==> src/rtl/bus_loads_16bit_pkg.sv <==
// Shared definitions for the 16-bit transfer path: word width, reset value,
// strobe polarity and the load/inc/dec step decoding used by the
// auto-stepping registers.
package bus_loads_16bit_pkg;

  localparam int WORD_W = 16;

  typedef logic [WORD_W-1:0] word_t;

  // Value every architectural register takes while rst_n is low.
  localparam word_t RESET_VAL = 16'h0000;

  // Step boundaries that define an SP wrap.
  localparam word_t WORD_MIN = 16'h0000;
  localparam word_t WORD_MAX = 16'hFFFF;

  // Microcode strobes are active low; shared with the bus assert muxes.
  localparam logic ASSERTED = 1'b0;

  // Resolved action for one auto-stepping register on the next edge.
  typedef enum logic [1:0] {
    STEP_HOLD = 2'd0,
    STEP_LOAD = 2'd1,
    STEP_INC  = 2'd2,
    STEP_DEC  = 2'd3
  } step_e;

  // Load beats Inc/Dec; Inc and Dec together cancel to a hold.
  function automatic step_e decode_step(input logic load_n,
                                        input logic inc_n,
                                        input logic dec_n);
    step_e step;
    step = STEP_HOLD;
    if (load_n == ASSERTED) begin
      step = STEP_LOAD;
    end else if ((inc_n == ASSERTED) && (dec_n != ASSERTED)) begin
      step = STEP_INC;
    end else if ((dec_n == ASSERTED) && (inc_n != ASSERTED)) begin
      step = STEP_DEC;
    end
    return step;
  endfunction

endpackage

==> src/rtl/bus_loads_16bit_reg16_incdec.sv <==
// One 16-bit register with active-low load, increment and decrement.
// Load has priority; Inc+Dec together hold. The wrap output is a registered
// one-cycle pulse after the register stepped FFFF->0000 or 0000->FFFF.
module reg16_incdec
  import bus_loads_16bit_pkg::*;
(
  input  logic  clk,
  input  logic  rst_n,
  input  word_t d,
  input  logic  load_n,
  input  logic  inc_n,
  input  logic  dec_n,
  output word_t q,
  output logic  wrap
);

  step_e step;
  word_t q_next;
  logic  wrap_next;

  // Resolve the next register value and whether this step wraps.
  always_comb begin
    // NOTE: every output of this block gets a default first, so no path
    // leaves a signal unassigned and no latch is inferred.
    step      = decode_step(load_n, inc_n, dec_n);
    q_next    = q;
    wrap_next = 1'b0;
    case (step)
      STEP_LOAD: q_next = d;
      STEP_INC: begin
        q_next    = q + word_t'(1);
        wrap_next = (q == WORD_MAX);
      end
      STEP_DEC: begin
        q_next    = q - word_t'(1);
        wrap_next = (q == WORD_MIN);
      end
      default: ;
    endcase
  end

  // Register the value and the wrap pulse; reset clears both at once.
  always_ff @(posedge clk or negedge rst_n) begin
    // NOTE: sequential state uses non-blocking assignments so every flop
    // samples pre-edge values regardless of statement order.
    if (!rst_n) begin
      q    <= RESET_VAL;
      wrap <= 1'b0;
    end else begin
      q    <= q_next;
      wrap <= wrap_next;
    end
  end

endmodule

==> src/rtl/bus_loads_16bit.sv <==
// Receiving end of the 16-bit transfer path. Holds PCRA0, PCRA1, SP, SI, DI
// and TX, captures XferBus on active-low load strobes, and applies the
// microcode-requested auto increment/decrement to SP, SI and DI. Outputs are
// register Q only, so nothing combinational reaches the bus assert muxes.
module bus_loads_16bit
  import bus_loads_16bit_pkg::*;
(
  input  logic              clk,
  input  logic              rst_n,
  input  logic [WORD_W-1:0] XferBus,
  input  logic              PCRA0_Reg_Load,
  input  logic              PCRA1_Reg_Load,
  input  logic              SP_Reg_Load,
  input  logic              SI_Reg_Load,
  input  logic              DI_Reg_Load,
  input  logic              TX_Reg_Load,
  input  logic              SP_Reg_Inc,
  input  logic              SP_Reg_Dec,
  input  logic              SI_Reg_Inc,
  input  logic              DI_Reg_Inc,
  input  logic              SI_Reg_Dec,
  input  logic              DI_Reg_Dec,
  output logic [WORD_W-1:0] PCRA0_Reg,
  output logic [WORD_W-1:0] PCRA1_Reg,
  output logic [WORD_W-1:0] SP_Reg,
  output logic [WORD_W-1:0] SI_Reg,
  output logic [WORD_W-1:0] DI_Reg,
  output logic [WORD_W-1:0] TX_Reg,
  output logic              SP_Wrap
);

  // Only SP reports wraps; the index registers' wrap pulses go nowhere.
  logic si_wrap_unused;
  logic di_wrap_unused;

  // Stack pointer: load/inc/dec with wrap reporting.
  reg16_incdec u_sp (
    .clk    (clk),
    .rst_n  (rst_n),
    .d      (XferBus),
    .load_n (SP_Reg_Load),
    .inc_n  (SP_Reg_Inc),
    .dec_n  (SP_Reg_Dec),
    .q      (SP_Reg),
    .wrap   (SP_Wrap)
  );

  // Source index.
  reg16_incdec u_si (
    .clk    (clk),
    .rst_n  (rst_n),
    .d      (XferBus),
    .load_n (SI_Reg_Load),
    .inc_n  (SI_Reg_Inc),
    .dec_n  (SI_Reg_Dec),
    .q      (SI_Reg),
    .wrap   (si_wrap_unused)
  );

  // Destination index.
  reg16_incdec u_di (
    .clk    (clk),
    .rst_n  (rst_n),
    .d      (XferBus),
    .load_n (DI_Reg_Load),
    .inc_n  (DI_Reg_Inc),
    .dec_n  (DI_Reg_Dec),
    .q      (DI_Reg),
    .wrap   (di_wrap_unused)
  );

  // Plain load-enable registers: PCRA0, PCRA1 and TX change only on Load.
  always_ff @(posedge clk or negedge rst_n) begin
    // NOTE: these are architectural registers, not storage arrays, so each
    // one gets an explicit reset value software can rely on.
    if (!rst_n) begin
      PCRA0_Reg <= RESET_VAL;
      PCRA1_Reg <= RESET_VAL;
      TX_Reg    <= RESET_VAL;
    end else begin
      if (PCRA0_Reg_Load == ASSERTED) PCRA0_Reg <= XferBus;
      if (PCRA1_Reg_Load == ASSERTED) PCRA1_Reg <= XferBus;
      if (TX_Reg_Load == ASSERTED)    TX_Reg    <= XferBus;
    end
  end

endmodule
==> config.mk <==
export PLATFORM = sky130hd
export DESIGN_NAME = bus_loads_16bit
export DESIGN_NICKNAME = d
export VERILOG_FILES = /design/src/rtl/bus_loads_16bit_pkg.sv /design/src/rtl/bus_loads_16bit_reg16_incdec.sv /design/src/rtl/bus_loads_16bit.sv
export SDC_FILE = /design/constraint.sdc
export NUM_CORES = 1
export LEC_CHECK = 0
export ABC_CLOCK_PERIOD_IN_PS = 3290
export BUFFER_PORTS_ARGS = -buffer_cell sky130_fd_sc_hd__buf_2
export CORE_MARGIN = 5
export CORE_UTILIZATION = 40
export CTS_BUF_LIST = sky130_fd_sc_hd__clkbuf_4
export DETAILED_ROUTE_END_ITERATION = 8
export SYNTH_ARGS = -nofsm -noshare
export SYNTH_HDL_FRONTEND = slang
export SYNTH_SLANG_ARGS = --single-unit
==> constraint.sdc <==
create_clock -name clk -period 3.29 [get_ports clk]
set_input_delay 0.4935 -clock clk [delete_from_list [all_inputs] [get_ports clk]]
set_output_delay 0.4935 -clock clk [all_outputs]
set_load 0.01 [all_outputs]
==> results of run 1 <==
how the worst max path moves through the flow:
stage               start  depth (start not counted)         end
2_1_floorplan  DI_Reg_Dec                         14  u_di.q[12]
3_3_place_gp   DI_Reg_Inc                         12  u_di.q[12]
3_5_place_dp   DI_Reg_Inc                         12  u_di.q[12]
4_1_cts         u_sp.q[7]                          6  u_sp.q[14]
5_1_grt        DI_Reg_Inc                         12  u_di.q[12]
6_report        u_sp.q[7]                          6  u_sp.q[14]
cells by family after synthesis:
logic type / after synthesis / synth area share (%)
buffers and inverters: 84 / 5.33
flip-flops: 97 / 37.9
adder cells (fa/ha/maj): 6 / 1.17
AND/OR/NAND/NOR: 271 / 21.1
XOR/XNOR: 27 / 3.69
AO/OA/AOI/OAI: 207 / 21.5
multiplexers: 54 / 9.35
flip-flops by register name, summed over array words and instances, names as in the netlist:
| name | cells |
|---|---|
| u_sp.q | 16 |
| u_si.q | 16 |
| TX_Reg | 16 |
| PCRA0_Reg | 16 |
| u_di.q | 16 |
| PCRA1_Reg | 16 |
| u_sp.wrap | 1 |
where the power goes:
part / switching (mW) / internal (mW)
Combinational: 0.556 / 0.404
Sequential: 0.259 / 1.33
Clock: 0.488 / 0.261
Total: 1.30 / 2.00
cells in the final DEF (no fill, tap or decap), types with 21 or more instances in the layout:
cell / netlist / layout
sky130_fd_sc_hd__nor2_1: 70 / 70
sky130_fd_sc_hd__nand3_1: 23 / 23
sky130_fd_sc_hd__dfrtp_1: 97 / 97
sky130_fd_sc_hd__nand2_1: 63 / 63
sky130_fd_sc_hd__o22ai_1: 21 / 21
sky130_fd_sc_hd__buf_2: 3 / 125
sky130_fd_sc_hd__o21ai_0: 39 / 39
sky130_fd_sc_hd__mux2_2: 47 / 47
sky130_fd_sc_hd__a21oi_1: 51 / 51
sky130_fd_sc_hd__nor3_1: 29 / 29
layer usage:
layer | vias to the layer above | global-route usage, % | routed length [µm]
li1 | 2950 | - | -
met1 | 3147 | 32.1 | 9290
met2 | 297 | 36.6 | 9880
met3 | 35 | 5.22 | 1870
met4 | 0 | 7.11 | 431
met5 | - | 0 | 0
layout make-up:
type	instances	share of cell area, %
Clock buffer	9	0.919
Clock inverter	7	1.46
Inverter	20	1.02
Multi-Input combinational cell	565	49.5
Sequential cell	97	33.0
Tap cell	216	3.68
Timing Repair Buffer	142	10.4
==> impl_metrics.ini, run 1 <==
[status]
outcome = complete, no violations

[power_and_ir_drop]
leakage_nw = 3.08
power_mw = 3.30
power-per-cell-area_nw_per_um2 = 448
ir_worst_vdd_mv = 0.320

[finish]
post_route_cells_drive_above_1_share_pct = 25.7
multiInputGateArea_um2 = 3640
num-fill-cells = 1568
ff_latch_area_um2 = 2430
area.growth.synth_to_final_pct = 14.7
finish.net_count = 871
final_core_util_pct = 46.5
finalNonFillerCells = 1056
n_antenna_cell = 0
layout.cell_area.non_filler_um2 = 7350

[sta]
final-max-slew-violation-count = 0
timing_worst_slew_pin_value_ps = 704
rsz0062_at_grt = no
max_clock_freq_mhz = 386
final.min_clock_period_ps = 2590
final.setup.worst_slack_ps = 699
timing.setup.tns_ps = 0
fin_worst_hold_slack_ps = 14.2
fin_skew_ps = 16.0
final_hold_viol_count = 0
slew_headroom_pct = 52.6
setup_violations = 0
finalCritPeriodShare_pct = 78.8

[grt]
globalRouteOverflowTotal = 0
grt_start_max_net_pins = 50
initial_antenna_violation_count = 0
first_global_vias = 6149
total_routing_resource_utilization_after_global_routing_pct = 23.3
grt_first_pass_wirelength_um = 34200

[setup_path]
crit_required_ps = 3670
crit_slowest_cell = sky130_fd_sc_hd__or4_4
worst-r2r-setup-slack_ps = 700
critPathMostFrequentCell = sky130_fd_sc_hd__or4_4
slowest_delay_ps = 600
reg2reg_from = u_sp.q[7]
cp_capture_type = flop
rr_endpoint = u_sp.q[14]
path_cells = or4_4, or4_4, a2111oi_2, a41oi_1, mux2i_1, a311oi_1
cp_num_buf_inv = 0
worstPathArrival_ps = 2970
number_of_cells_on_the_worst_reg_to_reg_path = 6
crit_path_max_fanout = 12
critical_path.startpoint_type = flop
timing_worst_setup_path_type = reg -> reg
critPathTopFamily = simple AND/OR/NAND/NOR gates

[floorplan]
die_area_um2 = 18700
dieWidth_um = 137
floorplan.initialDensity_pct = 40.5
die_h_um = 137
row_count = 46
core_region_area_um2 = 15800
boundaryPins = 127

[detailed_routing]
routed_via_density = 6.09
routed-via-count = 6429
drt_iter0_markers = 680
wl_cell_um = 20.3
total_wire_length_after_detailed_routing_um = 21500
number_of_remaining_drc_errors = 0
firstDrtPassIters = 5
drtAntennaViolNets = 0

[placement]
numPortBuffers = 126
cell_count_after_placement = 1040
dpl_worst_slack_ps = 246
dpl-instance-area_um2 = 7180
gp_congestion = 0.935
dpl.hpwl_um = 15000

[logic_synthesis]
synthFlopType = sky130_fd_sc_hd__dfrtp_1
ys_warn_count = 0
largest_area_contributor_in_the_synthesized_netlist = sky130_fd_sc_hd__dfrtp_1
ys_top_cells_by_count = sky130_fd_sc_hd__dfrtp_1 (97), sky130_fd_sc_hd__nor2_1 (70), sky130_fd_sc_hd__nand2_1 (63), sky130_fd_sc_hd__clkbuf_1 (54), sky130_fd_sc_hd__a21oi_1 (51)
count_of_flip_flops_with_a_built_in_enable_after_synthesis = 0
postSynthNetCount = 782
syn_avg_cell_area_um2 = 8.59
most_instantiated_library_cell_after_synthesis = sky130_fd_sc_hd__dfrtp_1
synth_async_reset_ratio_pct = 100
ys_top_cells_by_area = sky130_fd_sc_hd__dfrtp_1 (38%), sky130_fd_sc_hd__mux2_2 (8.3%), sky130_fd_sc_hd__nor2_1 (4.1%)
netlist_area_um2 = 6410
synth.ff_latch_count = 97
ys_seq_area_share_pct = 37.9
post_synth_top_area_share_pct = 37.9
netlist_instances = 746
yosysUniqueCellTypes = 68

[clock_network]
post_cts_resize_count = 0
cts_hold_repair.buffers = 0
clock_tree_from_tritoncts = yes
ctsHtreeMaxLevel = 3
max-clock-path-buffers = 2
ctsRootBufferMaster = sky130_fd_sc_hd__clkbuf_4
cts_buffers = 9
path_clk_slew_ps = 180
clock_sink_count = 97
cts_setup_buffers = 0
clock_insertion_delay_worst_skew_ps = 480

[hold_path]
holdCritPathClass = in -> async

[flow_run]
drv_cap = 0
Power figures use the tool's default switching activity.
==> inputs of run 2 (changes only) <==
Settings changed: ABC_CLOCK_PERIOD_IN_PS 3290 to 2200.
Clock period 3.29 ns to 2.2 ns, I/O delays scaled along.
==> impl_metrics.ini, run 2 (synthesized netlist as in run 1, its figures left out) <==
[power_and_ir_drop]
power_report.internal_total_mw = 3.16
leakage_nw = 3.61
power_switching_mw = 2.13
ir_worst_vdd_mv = 0.279
share_clk_of_total_power_pct = 19.9
portion_of_total_power_attributed_to_sequential_cells_pct = 42.6
power.switching_fraction_pct = 40.3
combinationalPowerShare_pct = 37.5
power-per-cell-area_nw_per_um2 = 624

[clock_network]
path_clk_slew_ps = 210
ctsRootBufferMaster = sky130_fd_sc_hd__clkbuf_4
ctsHtreeMaxLevel = 3
clock_insertion_delay_worst_skew_ps = 500
clock_sink_count = 97
cts_buffers = 9
max-clock-path-buffers = 2
clock_tree_from_tritoncts = yes

[detailed_routing]
total_wire_length_after_detailed_routing_um = 22700
wl_cell_um = 19.6
firstDrtPassIters = 7
routed_via_density = 5.88
drt_iter0_markers = 527
drtAntennaViolNets = 0
number_of_remaining_drc_errors = 0
routed-via-count = 6812

[placement]
dpl.hpwl_um = 16800
dpl_worst_slack_ps = -454
gp_congestion = 1.00
numPortBuffers = 126

[sta]
rsz0062_at_grt = yes
max_clock_freq_mhz = 442
final-max-slew-violation-count = 0
fin_worst_hold_slack_ps = 160
slew_headroom_pct = 60.5
timing.setup.tns_ps = -162
setup_violations = 3
final_hold_viol_count = 0
finalCritPeriodShare_pct = 103
fin_skew_ps = 26.8
final.min_clock_period_ps = 2260
timing_worst_slew_pin_value_ps = 593
final.setup.worst_slack_ps = -64.0

[finish]
post_route_cells_drive_above_1_share_pct = 39.5
finish.net_count = 972
final_cell_mix = sky130_fd_sc_hd__buf_2 (124), sky130_fd_sc_hd__buf_4 (115), sky130_fd_sc_hd__dfrtp_1 (91)
final_common_cell = sky130_fd_sc_hd__buf_2
area.growth.synth_to_final_pct = 32.3
ff_latch_area_um2 = 2430
multiInputGateArea_um2 = 4000
num-fill-cells = 1504

[setup_path]
worst-r2r-setup-slack_ps = -60
path_cells = or4_4, or4_4, a2111oi_4, a41oi_2, mux2i_1, a311oi_1
crit_required_ps = 2620
critPathMostFrequentCell = sky130_fd_sc_hd__or4_4
reg2reg_from = u_sp.q[7]
critical_path_depth = 6
crit_path_max_fanout = 3
slowest_delay_ps = 560
cp_capture_type = flop
timing_worst_setup_path_type = reg -> reg
worstPathArrival_ps = 2680
rr_endpoint = u_sp.q[14]
cp_num_buf_inv = 0
critPathTopFamily = simple AND/OR/NAND/NOR gates
number_of_cells_on_the_worst_reg_to_reg_path = 6
critical_path.startpoint_type = flop
crit_slowest_cell = sky130_fd_sc_hd__or4_4

[floorplan]
boundaryPins = 127
die_area_um2 = 18700
dieWidth_um = 137
row_count = 46
floorplan.initialDensity_pct = 40.5
core_region_area_um2 = 15800
die_h_um = 137

[status]
outcome = finished with violations
failed_checks = negative setup slack

[hold_path]
worst_hold_path.num_cells = 3
holdCritPathClass = in -> reg
hold_start = XferBus[3]
worstHoldEndpoint = u_di.q[3]

[flow_run]
drv_cap = 0

[grt]
grt_start_max_net_pins = 45
total_routing_resource_utilization_after_global_routing_pct = 24.3
initial_antenna_violation_count = 1
globalRouteOverflowTotal = 0
first_global_vias = 6667
grt_first_pass_wirelength_um = 35900
## run 2: cell count changes in the layout (fill, tap and decap cells not counted), moves of 5 or more
cell / before / now
sky130_fd_sc_hd__nor3_1: 29 / 23
sky130_fd_sc_hd__buf_4: 16 / 115
sky130_fd_sc_hd__o21ai_1: 2 / 10
sky130_fd_sc_hd__dfrtp_2: 0 / 6
sky130_fd_sc_hd__ha_1: 6 / 0
sky130_fd_sc_hd__o21ai_0: 39 / 28
sky130_fd_sc_hd__ha_4: 0 / 5
sky130_fd_sc_hd__dfrtp_1: 97 / 91
## run 2: cell type report
class / instances / share of cell area (%)
inverters: 20 / 1.09
flip-flops and latches: 97 / 28.7
well taps: 216 / 3.19
multi-input cells: 565 / 47.1
diodes: 1 / 0.0295
clock buffers: 9 / 0.797
clock inverters: 7 / 0.915
repair buffers: 243 / 18.1
## run 2: worst max path at each step
stage                     startpoint          to  slack (ps)
after global placement    SP_Reg_Dec   u_sp.q[8]        -380
after floorplan           DI_Reg_Inc  u_di.q[12]        -510
after global routing       u_si.q[8]  u_si.q[13]        -130
after CTS                  u_sp.q[7]  u_sp.q[14]         -60
after detailed placement  SP_Reg_Dec   u_sp.q[6]        -450
final                      u_sp.q[7]  u_sp.q[14]         -60
## run 2: power groups by stage
stage / registers, mW / logic (mW) / clock network [mW]
after global placement: 2.27 / 1.88 / 0
after global routing: 2.29 / 2.15 / 1.15
after floorplan: 2.30 / 1.05 / 0
after detailed placement: 2.28 / 1.92 / 0
after CTS: 2.24 / 1.94 / 1.07
final: 2.26 / 1.98 / 1.05
## run 2: layer usage
metal  wire length (µm)  vias to the layer above  track usage, %  part of all wire [%]
met5                  0                        -               0                     0
met4                642                        0            8.68                   2.8
met3               1610                       44            5.33                   7.1
met2              11100                      251            40.6                    49
met1               9350                     3368            31.0                    41
li1                   -                     3149               -                     -
## run 2: per-stage QoR
| step | utilization (%) | area [µm²] | instances | power, mW |
|---|---|---|---|---|
| 2_1_floorplan | - | 6680 | 746 | 3.34 |
| 3_3_place_gp | 51.2 | 8110 | 1132 | 4.14 |
| 3_5_place_dp | 51.2 | 8110 | 1132 | 4.19 |
| 4_1_cts | 52.5 | 8310 | 1150 | 5.26 |
| 5_1_grt | 53.6 | 8480 | 1158 | 5.59 |
| 6_report | 53.6 | 8480 | 1158 | 5.29 |
## run 2: what timing repair did
| action | in CTS | in global routing |
|---|---|---|
| pin swaps | 2 | 21 |
| endpoints found under the setup margin | 6 | 25 |
| hold buffers | 1 | 0 |
| setup buffers | 1 | 7 |
| endpoints found under the hold margin | 41 | 0 |
| gates resized for setup | 9 | 30 |
## run 2: worst min-delay path, stage by stage
cell and delay [ps]:
sky130_fd_sc_hd__buf_2 170, sky130_fd_sc_hd__nand2_1 70, sky130_fd_sc_hd__o21ai_0 80
==> inputs of run 3 (changes only) <==
Settings changed: CORE_UTILIZATION 40 to 52, PLACE_DENSITY set to 0.79.
==> impl_metrics.ini, run 3 (synthesized netlist as in run 1, its figures left out) <==
[status]
outcome = finished with violations
failed_checks = negative setup slack

[setup_path]
cp_capture_type = flop
crit_path_max_fanout = 3
timing_worst_setup_path_type = reg -> reg
critical_path.startpoint_type = flop
worstPathArrival_ps = 2740
crit_required_ps = 2600

[power_and_ir_drop]
share_clk_of_total_power_pct = 21.2
power_switching_mw = 2.13
power_mw = 5.40
power_report.internal_total_mw = 3.26
ir_worst_vdd_mv = 0.562
leakage_nw = 3.60
power.switching_fraction_pct = 39.5
combinationalPowerShare_pct = 36.7
power-per-cell-area_nw_per_um2 = 644
portion_of_total_power_attributed_to_sequential_cells_pct = 42.1

[floorplan]
core_region_area_um2 = 12100
die_area_um2 = 14600
floorplan.initialDensity_pct = 53.1
die_h_um = 121
row_count = 40
boundaryPins = 127
dieWidth_um = 121

[clock_network]
max-clock-path-buffers = 2
ctsHtreeMaxLevel = 3
clock_tree_from_tritoncts = yes
cts_buffers = 9
clock_sink_count = 97
path_clk_slew_ps = 190
ctsRootBufferMaster = sky130_fd_sc_hd__clkbuf_4
clock_insertion_delay_worst_skew_ps = 490

[sta]
setup_violations = 4
final.min_clock_period_ps = 2340
final_hold_viol_count = 0
fin_worst_hold_slack_ps = 163
rsz0062_at_grt = yes
slew_headroom_pct = 59.9
finalCritPeriodShare_pct = 106
fin_skew_ps = 13.5
final.setup.worst_slack_ps = -141
timing_worst_slew_pin_value_ps = 600
max_clock_freq_mhz = 427
final-max-slew-violation-count = 0

[detailed_routing]
routed_via_density = 6.34
routed-via-count = 7006
firstDrtPassIters = 5
total_wire_length_after_detailed_routing_um = 22700
drt_iter0_markers = 725
number_of_remaining_drc_errors = 0
drtAntennaViolNets = 0
wl_cell_um = 20.5

[grt]
globalRouteOverflowTotal = 0
grt_start_max_net_pins = 35
total_routing_resource_utilization_after_global_routing_pct = 30.7
initial_antenna_violation_count = 1
grt_first_pass_wirelength_um = 35700
first_global_vias = 6617

[finish]
finish.net_count = 967
post_route_cells_drive_above_1_share_pct = 39.0
final_common_cell = sky130_fd_sc_hd__buf_2
final_cell_mix = sky130_fd_sc_hd__buf_2 (125), sky130_fd_sc_hd__buf_4 (111), sky130_fd_sc_hd__dfrtp_1 (92)
area.growth.synth_to_final_pct = 30.7

[placement]
numPortBuffers = 126
dpl.hpwl_um = 16100
gp_congestion = 0.995

[flow_run]
drv_cap = 0

[hold_path]
holdCritPathClass = in -> reg
## run 3: changes by cell type in the layout (fill, tap and decap cells not counted), moves of 3 or more
cell	previous run	this run
sky130_fd_sc_hd__inv_8	4	1
sky130_fd_sc_hd__clkinv_8	0	3
sky130_fd_sc_hd__buf_4	115	111
sky130_fd_sc_hd__nor4_2	2	5
## run 3: metrics by stage
stage                     setup TNS (ps)  cell area, µm²  utilization, %  setup slack (ps)  cells
after global placement             -6370            8020            66.5              -426   1080
after detailed placement           -8160            8020            66.5              -483   1080
after global routing                -864            8380            69.5              -206   1105
after floorplan                    -3550            6680               -              -508    746
final                               -413            8380            69.5              -141   1105
after CTS                           -433            8240            68.3              -179   1098
## run 3: metal layers
layer / part of all wire (%) / up-vias / track usage (%)
met5: 0 / - / 0
met4: 2.8 / 0 / 11.5
met3: 9.0 / 51 / 4.38
li1: - / 3139 / -
met2: 49 / 412 / 50.5
met1: 40 / 3404 / 41.0
## run 3: final cells by class
cell class / count / area [µm²]
diodes: 1 / 2.50
clock buffers: 9 / 67.6
clock inverters: 7 / 108
fillers: 973 / 3680
inverters: 20 / 92.6
multi-input cells: 565 / 3980
flip-flops and latches: 97 / 2430
well taps: 168 / 210
repair buffers: 238 / 1490
## run 3: power groups by stage
| stage | clock network (mW) | registers [mW] | logic (mW) |
|---|---|---|---|
| after floorplan | 0 | 2.30 | 1.05 |
| after global placement | 0 | 2.27 | 1.85 |
| after detailed placement | 0 | 2.28 | 1.89 |
| after CTS | 1.15 | 2.25 | 1.91 |
| after global routing | 1.22 | 2.30 | 2.14 |
| final | 1.14 | 2.27 | 1.98 |
## run 3: worst max-delay path, cell delays in order, from the launching register on
cell	delay, ps
sky130_fd_sc_hd__dfrtp_1	460
sky130_fd_sc_hd__or4_4	570
sky130_fd_sc_hd__or4_4	540
sky130_fd_sc_hd__a2111oi_4	230
sky130_fd_sc_hd__a41oi_2	90
sky130_fd_sc_hd__mux2i_1	150
sky130_fd_sc_hd__a311oi_1	220
## run 3: worst paths after layout
kind,start,to,slack (ps),depth (start not counted)
setup / recovery,u_sp.q[7],u_sp.q[14],-140,6
hold / removal,XferBus[3],u_di.q[3],160,3
setup reg to reg,u_sp.q[7],u_sp.q[14],-140,6
hold reg to reg,TX_Reg[10],TX_Reg[10],520,1
min in group asynchronous,rst_n,PCRA1_Reg[7],300,2
max in group asynchronous,rst_n,TX_Reg[12],1270,3
## run 3: what timing repair did
| action | CTS | global route |
|---|---|---|
| resized for setup | 7 | 25 |
| endpoints found under the hold margin | 24 | 0 |
| hold buffers | 1 | 0 |
| setup buffers | 1 | 6 |
| endpoints found under the setup margin | 7 | 24 |
| pin swaps | 4 | 12 |
